<file path="src/rtl/music_seq_ctrl.sv">
// -----------------------------------------------------------------------------
// music_seq_ctrl
//
// Song sequencer for the buzzer. Walks an external synchronous-read song ROM,
// plays each note for a whole number of beats, leaves a short silent gap
// between notes and supports play/pause/stop from the debounced buttons.
//
// ROM word layout: [7:3] note code (0 = rest, 31 = end marker)
//                  [2:0] duration in beats minus one
//
// Ports
//   clk           system clock
//   rst           asynchronous reset, active-high
//   i_play_pulse  one-cycle pulse: start from idle, or toggle pause/resume
//   i_stop_pulse  one-cycle pulse: abort and return to the start of the song
//   i_loop_en     1 = restart at address 0 after the end of the song
//   o_rom_addr    song ROM address (always the current address)
//   i_rom_data    song ROM word, valid one cycle after o_rom_addr
//   o_tone_code   note code for the tone generator
//   o_tone_en     tone generator enable
//   o_playing     high while fetching, loading, playing or in a gap
//   o_paused      high while paused
//   o_note_index  address of the note being played, for the display
// -----------------------------------------------------------------------------
module music_seq_ctrl #(
  parameter int TICKS_PER_BEAT = 6_250_000,
  parameter int GAP_TICKS      = 500_000,
  parameter int ROM_AW         = 6,
  parameter int SONG_LEN       = 48
) (
  input  logic              clk,
  input  logic              rst,
  input  logic              i_play_pulse,
  input  logic              i_stop_pulse,
  input  logic              i_loop_en,
  output logic [ROM_AW-1:0] o_rom_addr,
  input  logic [7:0]        i_rom_data,
  output logic [4:0]        o_tone_code,
  output logic              o_tone_en,
  output logic              o_playing,
  output logic              o_paused,
  output logic [ROM_AW-1:0] o_note_index
);

  localparam int TW = (TICKS_PER_BEAT > 1) ? $clog2(TICKS_PER_BEAT) : 1;
  localparam int GW = (GAP_TICKS > 1) ? $clog2(GAP_TICKS) : 1;

  localparam logic [TW-1:0]     TICK_LAST = TW'(TICKS_PER_BEAT - 1);
  localparam logic [GW-1:0]     GAP_LAST  = GW'(GAP_TICKS - 1);
  // One bit wider than the address so SONG_LEN = 2^ROM_AW is representable.
  localparam logic [ROM_AW:0]   SONG_END  = (ROM_AW+1)'(SONG_LEN);
  localparam logic [ROM_AW:0]   ADDR_ONE  = (ROM_AW+1)'(1);
  localparam logic [4:0]        CODE_END  = 5'd31;
  localparam logic [4:0]        CODE_REST = 5'd0;

  typedef enum logic [2:0] {
    S_IDLE,
    S_FETCH,
    S_LOAD,
    S_PLAY,
    S_GAP,
    S_PAUSED
  } state_t;

  state_t              r_state, w_state_next;
  state_t              r_resume, w_resume_next;
  state_t              w_song_end_state;
  logic [ROM_AW-1:0]   r_addr, w_addr_next;
  logic [ROM_AW-1:0]   r_note_index, w_note_index_next;
  logic [ROM_AW:0]     w_addr_inc;
  logic [TW-1:0]       r_tick, w_tick_next;
  logic [GW-1:0]       r_gap, w_gap_next;
  logic [2:0]          r_beat, w_beat_next;
  logic [2:0]          r_dur, w_dur_next;
  logic [4:0]          r_tone_code, w_tone_code_next;
  logic [4:0]          w_rom_code;
  logic [2:0]          w_rom_dur;

  assign w_rom_code = i_rom_data[7:3];
  assign w_rom_dur  = i_rom_data[2:0];
  assign w_addr_inc = {1'b0, r_addr} + ADDR_ONE;

  // Where to go once the song is exhausted (end marker or SONG_LEN reached).
  assign w_song_end_state = i_loop_en ? S_FETCH : S_IDLE;

  // ---------------------------------------------------------------------------
  // Next-state and datapath logic
  // ---------------------------------------------------------------------------
  always_comb begin
    // NOTE: every variable gets its hold value first so that no path through
    // the case statement can leave one unassigned and infer a latch.
    w_state_next      = r_state;
    w_resume_next     = r_resume;
    w_addr_next       = r_addr;
    w_note_index_next = r_note_index;
    w_tick_next       = r_tick;
    w_gap_next        = r_gap;
    w_beat_next       = r_beat;
    w_dur_next        = r_dur;
    w_tone_code_next  = r_tone_code;

    case (r_state)
      S_IDLE: begin
        if (i_play_pulse) begin
          w_addr_next  = '0;
          w_state_next = S_FETCH;
        end
      end

      // The ROM registers the address during this cycle.
      S_FETCH: begin
        w_state_next = S_LOAD;
      end

      S_LOAD: begin
        if (w_rom_code == CODE_END) begin
          w_addr_next  = '0;
          w_state_next = w_song_end_state;
        end else begin
          w_tone_code_next  = w_rom_code;
          w_dur_next        = w_rom_dur;
          w_tick_next       = '0;
          w_beat_next       = '0;
          w_gap_next        = '0;
          w_note_index_next = r_addr;
          w_state_next      = S_PLAY;
        end
      end

      S_PLAY: begin
        if (r_tick == TICK_LAST) begin
          w_tick_next = '0;
          if (r_beat == r_dur) begin
            w_gap_next   = '0;
            w_state_next = S_GAP;
          end else begin
            w_beat_next = r_beat + 3'd1;
          end
        end else begin
          w_tick_next = r_tick + TW'(1);
        end
        // The cycle carrying the pulse still counts as played time; pausing
        // parks whichever state the counters have just advanced into.
        if (i_play_pulse) begin
          w_resume_next = w_state_next;
          w_state_next  = S_PAUSED;
        end
      end

      S_GAP: begin
        if (r_gap == GAP_LAST) begin
          w_gap_next = '0;
          if (w_addr_inc == SONG_END) begin
            w_addr_next  = '0;
            w_state_next = w_song_end_state;
          end else begin
            w_addr_next  = w_addr_inc[ROM_AW-1:0];
            w_state_next = S_FETCH;
          end
        end else begin
          w_gap_next = r_gap + GW'(1);
        end
        // Pausing a song that has just finished is meaningless; stay idle.
        if (i_play_pulse && (w_state_next != S_IDLE)) begin
          w_resume_next = w_state_next;
          w_state_next  = S_PAUSED;
        end
      end

      S_PAUSED: begin
        if (i_play_pulse) begin
          w_state_next = r_resume;
        end
      end

      default: begin
        w_state_next = S_IDLE;
      end
    endcase

    // Stop overrides everything, including a simultaneous play pulse.
    if (i_stop_pulse) begin
      w_state_next      = S_IDLE;
      w_addr_next       = '0;
      w_tick_next       = '0;
      w_beat_next       = '0;
      w_gap_next        = '0;
      w_note_index_next = '0;
    end
  end

  // ---------------------------------------------------------------------------
  // State register
  // ---------------------------------------------------------------------------
  always_ff @(posedge clk or posedge rst) begin
    if (rst) begin
      r_state      <= S_IDLE;
      r_resume     <= S_IDLE;
      r_addr       <= '0;
      r_note_index <= '0;
      r_tick       <= '0;
      r_gap        <= '0;
      r_beat       <= '0;
      r_dur        <= '0;
      r_tone_code  <= '0;
    end else begin
      // NOTE: non-blocking assignments so every register samples the values
      // computed from the previous cycle, independent of statement order.
      r_state      <= w_state_next;
      r_resume     <= w_resume_next;
      r_addr       <= w_addr_next;
      r_note_index <= w_note_index_next;
      r_tick       <= w_tick_next;
      r_gap        <= w_gap_next;
      r_beat       <= w_beat_next;
      r_dur        <= w_dur_next;
      r_tone_code  <= w_tone_code_next;
    end
  end

  // ---------------------------------------------------------------------------
  // Outputs, decoded from registered state so reset clears them at once
  // ---------------------------------------------------------------------------
  assign o_rom_addr   = r_addr;
  assign o_note_index = r_note_index;
  assign o_tone_code  = r_tone_code;
  assign o_tone_en    = (r_state == S_PLAY) && (r_tone_code != CODE_REST);
  assign o_playing    = (r_state == S_FETCH) || (r_state == S_LOAD) ||
                        (r_state == S_PLAY)  || (r_state == S_GAP);
  assign o_paused     = (r_state == S_PAUSED);

endmodule

</file>
<file path="config.mk">
export PLATFORM = sky130hd
export DESIGN_NAME = music_seq_ctrl
export DESIGN_NICKNAME = d
export VERILOG_FILES = /design/src/rtl/music_seq_ctrl.sv
export SDC_FILE = /design/constraint.sdc
export NUM_CORES = 1
export LEC_CHECK = 0
export BUFFER_PORTS_ARGS = -buffer_cell sky130_fd_sc_hd__buf_2
export CAP_MARGIN = 10
export CORE_ASPECT_RATIO = 0.9
export CORE_MARGIN = 3
export CORE_UTILIZATION = 54
export DETAILED_ROUTE_END_ITERATION = 7
export PLACE_DENSITY = 0.82
export SLEW_MARGIN = 20
export SYNTH_ARGS = -nofsm -noshare
export SYNTH_HDL_FRONTEND = slang
export SYNTH_SLANG_ARGS = --single-unit
</file>
<file path="constraint.sdc">
create_clock -name clk -period 2 [get_ports clk]
set_input_delay 0.2 -clock clk [delete_from_list [all_inputs] [get_ports clk]]
set_output_delay 0.2 -clock clk [all_outputs]
set_load 0.05 [all_outputs]
</file>
==> impl_metrics.toml, run 1 <==
[cts]
htree_levels = 3
cts_sinks = 71
clockBufferDepth = 2
clk_latency_ns = 0.35
clk_pin_slew_ns = 0.08
cts_made_buffers = 9
root_buffer = "clkbuf_8"
tritoncts = "yes"

[final_layout]
final_net_count = 531
post-route-util = 0.679
area_growth_syn_to_layout_pct = 21.1
fin_area_sq_um = 4830
antenna_cells = 0
layout_commonest_cell = "dfrtp_1"
mostFrequentLayoutCells = "70 x dfrtp_1, 66 x nand2_1, 40 x buf_4"
drive_above_1_share = 0.247

[route]
vias = 3673
drc = 0
ant_nets = 0
drt_wl_total_microns = 9960
wl_per_cell_microns = 16.3
drt-vias-per-instance = 6.00
drt_iter0_drc = 303
drt_pass1_iterations = 5

[placement]
hpwlAfterDp_microns = 6700
pre_cts_ws_ns = -0.0455
routabilityCongestion = 0.890
placed_area_sq_um = 4450
io_buffers = 32

[setup_path]
required_ns = 2.24
path_max_fanout = 4
worstPathCellList = "ha_1 -> and3_4 -> nand3_1 -> nor3_4 -> nor2_2 -> a211o_1 -> mux2_4"
cpMaxStageDelayCell = "dfrtp_1"
cp-end-kind = "flop"
cpPeakStageDelay_ns = 0.35
cp.arrival_ns = 2.19
reg2reg_depth = 7
critPathKind = "reg2reg"
cp-start-kind = "flop"

[synthesis]
synth-async-reset-ratio = 1.00
ys_warn_count = 0
synth_enable_flop_cells = 0
syn_nets = 464
ys_ff_latch = 71
syn_avg_cell_area_sq_um = 8.92
ys_seq_area_frac = 0.446
synth_top_flop_cell = "dfrtp_1"
syn-cell-area_sq_um = 3990
netlist_instances = 447
yosysUniqueCellTypes = 64

[global_route]
overflow = 0
grt_max_degree = 72
grt_pass1_wl_microns = 16200
use_met2 = 0.396
grt.met3_usage = 0.0484
use_met1 = 0.329
first_global_vias = 3411
busiest_layer = "met2"
antenna_found_initial = 0
track_usage = 0.244

[min_path]
hold_depth = 3
hold_path.class = "in2reg"

[sta]
worstMarginPinSlew_ns = 0.533
fin_hold_ws_ns = 0.0455
hold_viol_final = 0
fmax_mhz = 512
period_minus_slack_ns = 1.95
setup_violations = 0
fin_crit_sh = 0.976
slew_viol_final = 0
setup_ws_ns = 0.0478
slew_headroom = 0.643
rsz0062_at_grt = "yes"
fin_tns_setup_ns = 0
clock_skew_ns = 0.0137

[floorplan]
start_util = 0.561
fp.dieH_microns = 87.5
io_pins = 33
row_count = 29
core_sq_um = 7110
die_x_microns = 96.6
dieArea_sq_um = 8450

[power_and_ir_drop]
ir_drop_mv = 0.505
p_per_area_nw_per_um2 = 793
power.leakage_nw = 2.22

[flow_run]
maxCapViolCount = 0

[outcome]
status = "finished clean"
-- where the power goes --
group | leakage [nW] | total, mW | switching (mW) | internal (mW)
Clock | 0.130 | 1.45 | 0.551 | 0.897
Combinational | 1.12 | 0.720 | 0.495 | 0.224
Sequential | 0.969 | 1.66 | 0.108 | 1.55
-- cell families (layout without fill, tap and decap cells) --
logic type / count (synthesis) / after routing / share of synthesized area
muxes: 1 / 1 / 0.00376
DFF: 71 / 71 / 0.446
AOI/OAI and AO/OA: 123 / 123 / 0.194
and+or+nand+nor: 198 / 198 / 0.259
xor gates and xnor gates: 16 / 16 / 0.0351
buffers and inverters: 34 / 106 / 0.0499
adders and majority gates: 4 / 4 / 0.0126
-- flip-flops by register name, summed over array words and instances (netlist names) --
name          cells
o_note_index      6
o_rom_addr        6
o_tone_code       5
r_beat            3
r_dur             3
r_gap            19
r_resume          3
r_state           3
r_tick           23
-- cells in the mapped netlist, types with 2 or more instances --
master	count	area, sq um
clkbuf_1	5	18.8
nor4_1	3	18.8
buf_4	3	22.5
xor2_1	6	52.6
a31oi_1	11	68.8
o21ai_1	17	85.1
a211oi_1	4	30.0
nor3_1	12	60.1
nor4b_2	2	30.0
nor2_1	36	135
a21oi_1	20	100
and4_1	3	26.3
a21o_1	3	22.5
nand2_1	67	251
nand3_1	27	135
o21ai_0	36	180
o31ai_1	5	37.5
nor2b_1	2	12.5
inv_1	12	45.0
nand4_1	10	62.6
or3_1	2	12.5
and3_1	13	81.3
dfrtp_1	71	1780
ha_1	4	50.1
nor3_2	2	20.0
xnor2_1	10	87.6
and2_1	4	25.0
buf_2	6	30.0
buf_6	7	78.8
a211o_1	2	17.5
a22o_1	8	70.1
o22ai_1	2	12.5
-- routing by layer --
layer / routed length (microns) / share of wire
met3: 418 / 0.042
met2: 5060 / 0.51
met4: 138 / 0.014
met1: 4350 / 0.44
met5: 0 / 0
-- through the flow --
stage / power [mW] / cells
after global routing: 3.99 / 612
after global placement: 2.36 / 592
after floorplan: 2.18 / 447
after detailed placement: 2.38 / 592
after CTS: 3.84 / 609
final: 3.83 / 612
-- timing repair --
action / in CTS / in global routing
endpoints found under the hold margin: 71 / 0
endpoints found under the setup margin: 12 / 39
gates resized for setup: 3 / 29
hold buffers: 1 / 0
setup buffers: 0 / 3
pin swaps: 0 / 6
-- worst max-delay path, delay by kind of cell (launching register included) --
kind / cells / cell delay (ns)
flops: 1 / 0.35
fa+ha+maj: 1 / 0.18
simple gates: 4 / 0.74
compound gates: 1 / 0.28
mux: 1 / 0.30
-- cell type report --
type,count,area [sq um]
fill,567,2280
tap,93,116
sequential,71,1780
multi-input combinational,342,2100
timing repair buffer,77,533
clock buffer,11,151
inverter,13,48.8
clock inverter,5,104
-- final timing paths --
kind / startpoint / endpoint / slack (ns)
max: r_tick[0] / r_beat[0] / 0.05
min: i_rom_data[1] / r_dur[1] / 0.05
max reg2reg: r_tick[0] / r_beat[0] / 0.05
min reg2reg: r_gap[18] / r_gap[18] / 0.48
max in group asynchronous: rst / r_state[0] / 1.22
min in group asynchronous: rst / r_tick[11] / 0.47
Note: power is estimated with default switching activity, not from simulation.
==> run 2, diff against run 1 <==
Settings changed: CELL_PAD_IN_SITES_DETAIL_PLACEMENT set to 0, CELL_PAD_IN_SITES_GLOBAL_PLACEMENT set to 1, CORE_UTILIZATION 54 to 41, PLACE_DENSITY 0.82 to 0.81, RECOVER_POWER set to 50.
==> impl_metrics.toml, run 2 (synthesis gave the netlist of run 1 again) <==
[floorplan]
start_util = 0.429
fp.dieH_microns = 99.6
die_x_microns = 110
dieArea_sq_um = 10900
io_pins = 33
row_count = 33
core_sq_um = 9290

[flow_run]
maxCapViolCount = 0

[sta]
slew_headroom = 0.340
clock_skew_ns = 0.0157
setup_violations = 0
slew_viol_final = 0
worstMarginPinSlew_ns = 0.991
fin_crit_sh = 0.962
rsz0062_at_grt = "yes"
fmax_mhz = 520
fin_tns_setup_ns = 0
period_minus_slack_ns = 1.92
hold_viol_final = 0

[setup_path]
required_ns = 2.25
path_max_fanout = 4
critPathKind = "reg2reg"
r2r_setup_slack_ns = 0.08
cp.arrival_ns = 2.17
cp-start-kind = "flop"
cp-end-kind = "flop"

[final_layout]
regArea_sq_um = 1780
top_regs = "r_tick (23), r_gap (19)"
fin_area_sq_um = 4870
final_net_count = 543
area_growth_syn_to_layout_pct = 22.2
fill_cells = 903
multi_input_area_sq_um = 2080
largest_reg_flops = 23
largest-register = "r_tick"
antenna_cells = 0
drive_above_1_share = 0.243
layout_commonest_cell = "dfrtp_1"
mostFrequentLayoutCells = "69 x dfrtp_1, 66 x nand2_1, 50 x buf_4"

[global_route]
antenna_found_initial = 0
grt_pass1_wl_microns = 16600
grt_max_degree = 72
overflow = 0
first_global_vias = 3502
track_usage = 0.191

[cts]
tritoncts = "yes"
root_buffer = "clkbuf_8"
cts_made_buffers = 9
clk_latency_ns = 0.36
clk_pin_slew_ns = 0.07
cts_sinks = 71
clockBufferDepth = 2
htree_levels = 3

[route]
drt-vias-per-instance = 5.45
wl_per_cell_microns = 15.1
met3WireLength_microns = 379
wl_met2_microns = 4590
ant_nets = 0
drc = 0
drt_wl_total_microns = 9830
drt_pass1_iterations = 4
top_layer = "met4"
drt_iter0_drc = 203
vias = 3561
met1Wirelength_microns = 4740

[placement]
io_buffers = 32
hpwlAfterDp_microns = 6970
routabilityCongestion = 0.835
placed_area_sq_um = 4570

[power_and_ir_drop]
power.leakage_nw = 2.23
ir_drop_mv = 0.419
p_per_area_nw_per_um2 = 724

[min_path]
hold_path.class = "in2reg"

[outcome]
status = "finished clean"
run 2: changes by cell type in the layout (fill, tap and decap cells not counted), moves of 2 or more:
cell and change:
and3_4 -2, nand3_2 +3, clkbuf_1 +9, buf_2 -7
o21ai_0 +2, nand3_1 -3, bufinv_16 -2, buf_4 +10
clkinv_2 +2
run 2: per-layer routing:
layer,vias up,track usage
met4,0,0.0547
li1,1771,-
met5,-,0
met3,10,0.0428
met1,1711,0.268
met2,69,0.294
run 2: layout make-up:
class | count | area share
flip-flops and latches | 71 | 0.365
repair buffers | 89 | 0.127
multi-input cells | 342 | 0.428
inverters | 13 | 0.0100
clock buffers | 12 | 0.0298
clock inverters | 4 | 0.00924
well taps | 122 | 0.0313
run 2: path summary, 6_finish.rpt:
check,from,depth (start not counted),end
min in group asynchronous,rst,4,r_tick[5]
setup reg to reg,r_tick[0],7,r_beat[0]
hold reg to reg,r_gap[18],1,r_gap[18]
max in group asynchronous,rst,4,r_state[0]
hold / removal,i_rom_data[2],3,r_dur[2]
setup / recovery,r_tick[0],7,r_beat[0]
run 2: critical path: stages (launching register included):
cell,delay (ns)
dfrtp_1,0.36
ha_1,0.16
and3_2,0.22
nand3_2,0.10
nor3_4,0.28
nor2_2,0.07
a211o_1,0.31
mux2_4,0.30
run 2: repair_timing:
action / CTS / global route
hold buffers: 1 / 0
hold endpoints to repair: 71 / 0
buffers inserted: 0 / 3
endpoints found under the setup margin: 7 / 29
pin swaps: 0 / 5
resized for setup: 2 / 26
cloned: 0 / 0
run 2: power by group:
group,switching (mW),internal [mW]
sequential,0.105,1.55
combinational,0.491,0.229
clock,0.546,0.605
total,1.14,2.39
run 2: through the flow:
step / instances / hold slack (ns) / setup slack, ns / util / total power [mW]
detailed placement: 633 / 0.319 / -0.0348 / 0.492 / 2.39
global route: 653 / 0.0299 / -0.0558 / 0.525 / 3.70
global placement: 633 / 0.317 / 0.0316 / 0.492 / 2.39
CTS: 650 / 0.0177 / 0.00234 / 0.515 / 3.56
floorplan: 447 / 0.305 / -0.0337 / - / 2.18
finish: 653 / 0.0328 / 0.0763 / 0.525 / 3.53
==> run 3, diff against run 2 <==
Settings changed: CORE_MARGIN 3 to unset.
==> impl_metrics.toml, run 3 (synthesis gave the netlist of run 1 again) <==
[setup_path]
cp.arrival_ns = 2.14
required_ns = 2.24
r2r_setup_slack_ns = 0.1
cp-start-kind = "flop"
crit_end = "r_beat[0]"
path_max_fanout = 5
timing.rr.end = "r_beat[0]"
cp-end-kind = "flop"
critPathLaunch = "r_tick[0]"
critPathKind = "reg2reg"
r2r-start = "r_tick[0]"
reg2reg_depth = 7

[final_layout]
mostFrequentLayoutCells = "67 x nand2_1, 67 x dfrtp_1, 49 x buf_4"
drive_above_1_share = 0.249
final_net_count = 542
top_regs = "r_tick (23), r_gap (19)"
fin_area_sq_um = 4890
largest_reg_flops = 23
antenna_cells = 0
largest-register = "r_tick"
area_growth_syn_to_layout_pct = 22.6

[cts]
clk_pin_slew_ns = 0.08
clockBufferDepth = 2
cts_made_buffers = 9
cts_sinks = 71
tritoncts = "yes"
root_buffer = "clkbuf_8"
clk_latency_ns = 0.35
htree_levels = 3

[global_route]
antenna_found_initial = 0
first_global_vias = 3339
grt_max_degree = 28
track_usage = 0.208
grt_pass1_wl_microns = 16500
overflow = 0

[route]
drt_wl_total_microns = 9890
top_layer = "met4"
wl_met2_microns = 4610
met3WireLength_microns = 338
drt-vias-per-instance = 5.50
drt_iter0_drc = 184
drc = 0
met1Wirelength_microns = 4830
wl_per_cell_microns = 15.2
drt_pass1_iterations = 4
ant_nets = 0
vias = 3585

[placement]
pre_cts_ws_ns = -0.0628
hpwlAfterDp_microns = 7130
routabilityCongestion = 0.842
placed_area_sq_um = 4570
io_buffers = 32

[sta]
fin_crit_sh = 0.952
hold_viol_final = 0
fin_hold_ws_ns = 0.0454
fmax_mhz = 525
period_minus_slack_ns = 1.90
slew_viol_final = 0
setup_violations = 0
worstMarginPinSlew_ns = 0.738
setup_ws_ns = 0.0960
slew_headroom = 0.508
clock_skew_ns = 0.00880

[floorplan]
core_sq_um = 9290
fp.dieH_microns = 95.6
row_count = 33
dieArea_sq_um = 10100
io_pins = 33
die_x_microns = 106
start_util = 0.429

[min_path]
hp-start = "i_rom_data[0]"
hold_depth = 3
hold_path.class = "in2reg"

[flow_run]
maxCapViolCount = 0

[power_and_ir_drop]
ir_drop_mv = 0.384
power.leakage_nw = 2.21
total_power_mw = 3.65
p_per_area_nw_per_um2 = 746

[outcome]
status = "finished clean"
-- run 3: repair_timing --
item / CTS / global route
hold buffers: 1 / 0
endpoints found under the setup margin: 15 / 43
endpoints found under the hold margin: 14 / 0
gates resized for setup: 4 / 21
pin swaps: 1 / 5
buffers inserted: 2 / 2
-- run 3: how the worst min path moves through the flow --
| stage | to | slack [ns] |
|---|---|---|
| finish | r_dur[0] | 0.05 |
| global route | r_dur[0] | 0.04 |
| CTS | r_dur[2] | 0.02 |
| detailed placement | r_tick[7] | 0.21 |
| global placement | r_tick[7] | 0.20 |
| floorplan | o_tone_code[0] | 0.31 |
-- run 3: per-layer routing --
layer / vias to the layer above / GRT usage
li1: 1765 / -
met1: 1732 / 0.287
met2: 77 / 0.327
met3: 11 / 0.0431
met4: 0 / 0.0706
met5: - / 0
-- run 3: critical path, stage by stage, from the launching register on --
cell and delay [ns]:
dfrtp_1 0.37, ha_2 0.19, and3_4 0.21, nand3_2 0.09, nor3_4 0.26, nor2_2 0.06
a211o_1 0.30, mux2_4 0.30
-- run 3: area by class of cell --
type | count | area [sq um]
Fill cell | 873 | 4400
Clock inverter | 6 | 85.1
Multi-Input combinational cell | 342 | 2090
Sequential cell | 71 | 1780
Clock buffer | 10 | 128
Timing Repair Buffer | 88 | 599
Tap cell | 122 | 153
Inverter | 13 | 48.8
-- run 3: metrics by stage --
step                instances   util   TNS (ns)
floorplan                 447      -    -0.0497
global placement          631  0.492          0
detailed placement        631  0.492     -0.531
CTS                       650  0.520  -0.000428
global route              652  0.526    -0.0233
finish                    652  0.526          0
-- run 3: report_power, final --
group	switching, mW	total, mW	internal [mW]
logic	0.489	0.717	0.228
clock network	0.570	1.27	0.698
registers	0.109	1.66	1.55
total	1.17	3.65	2.48
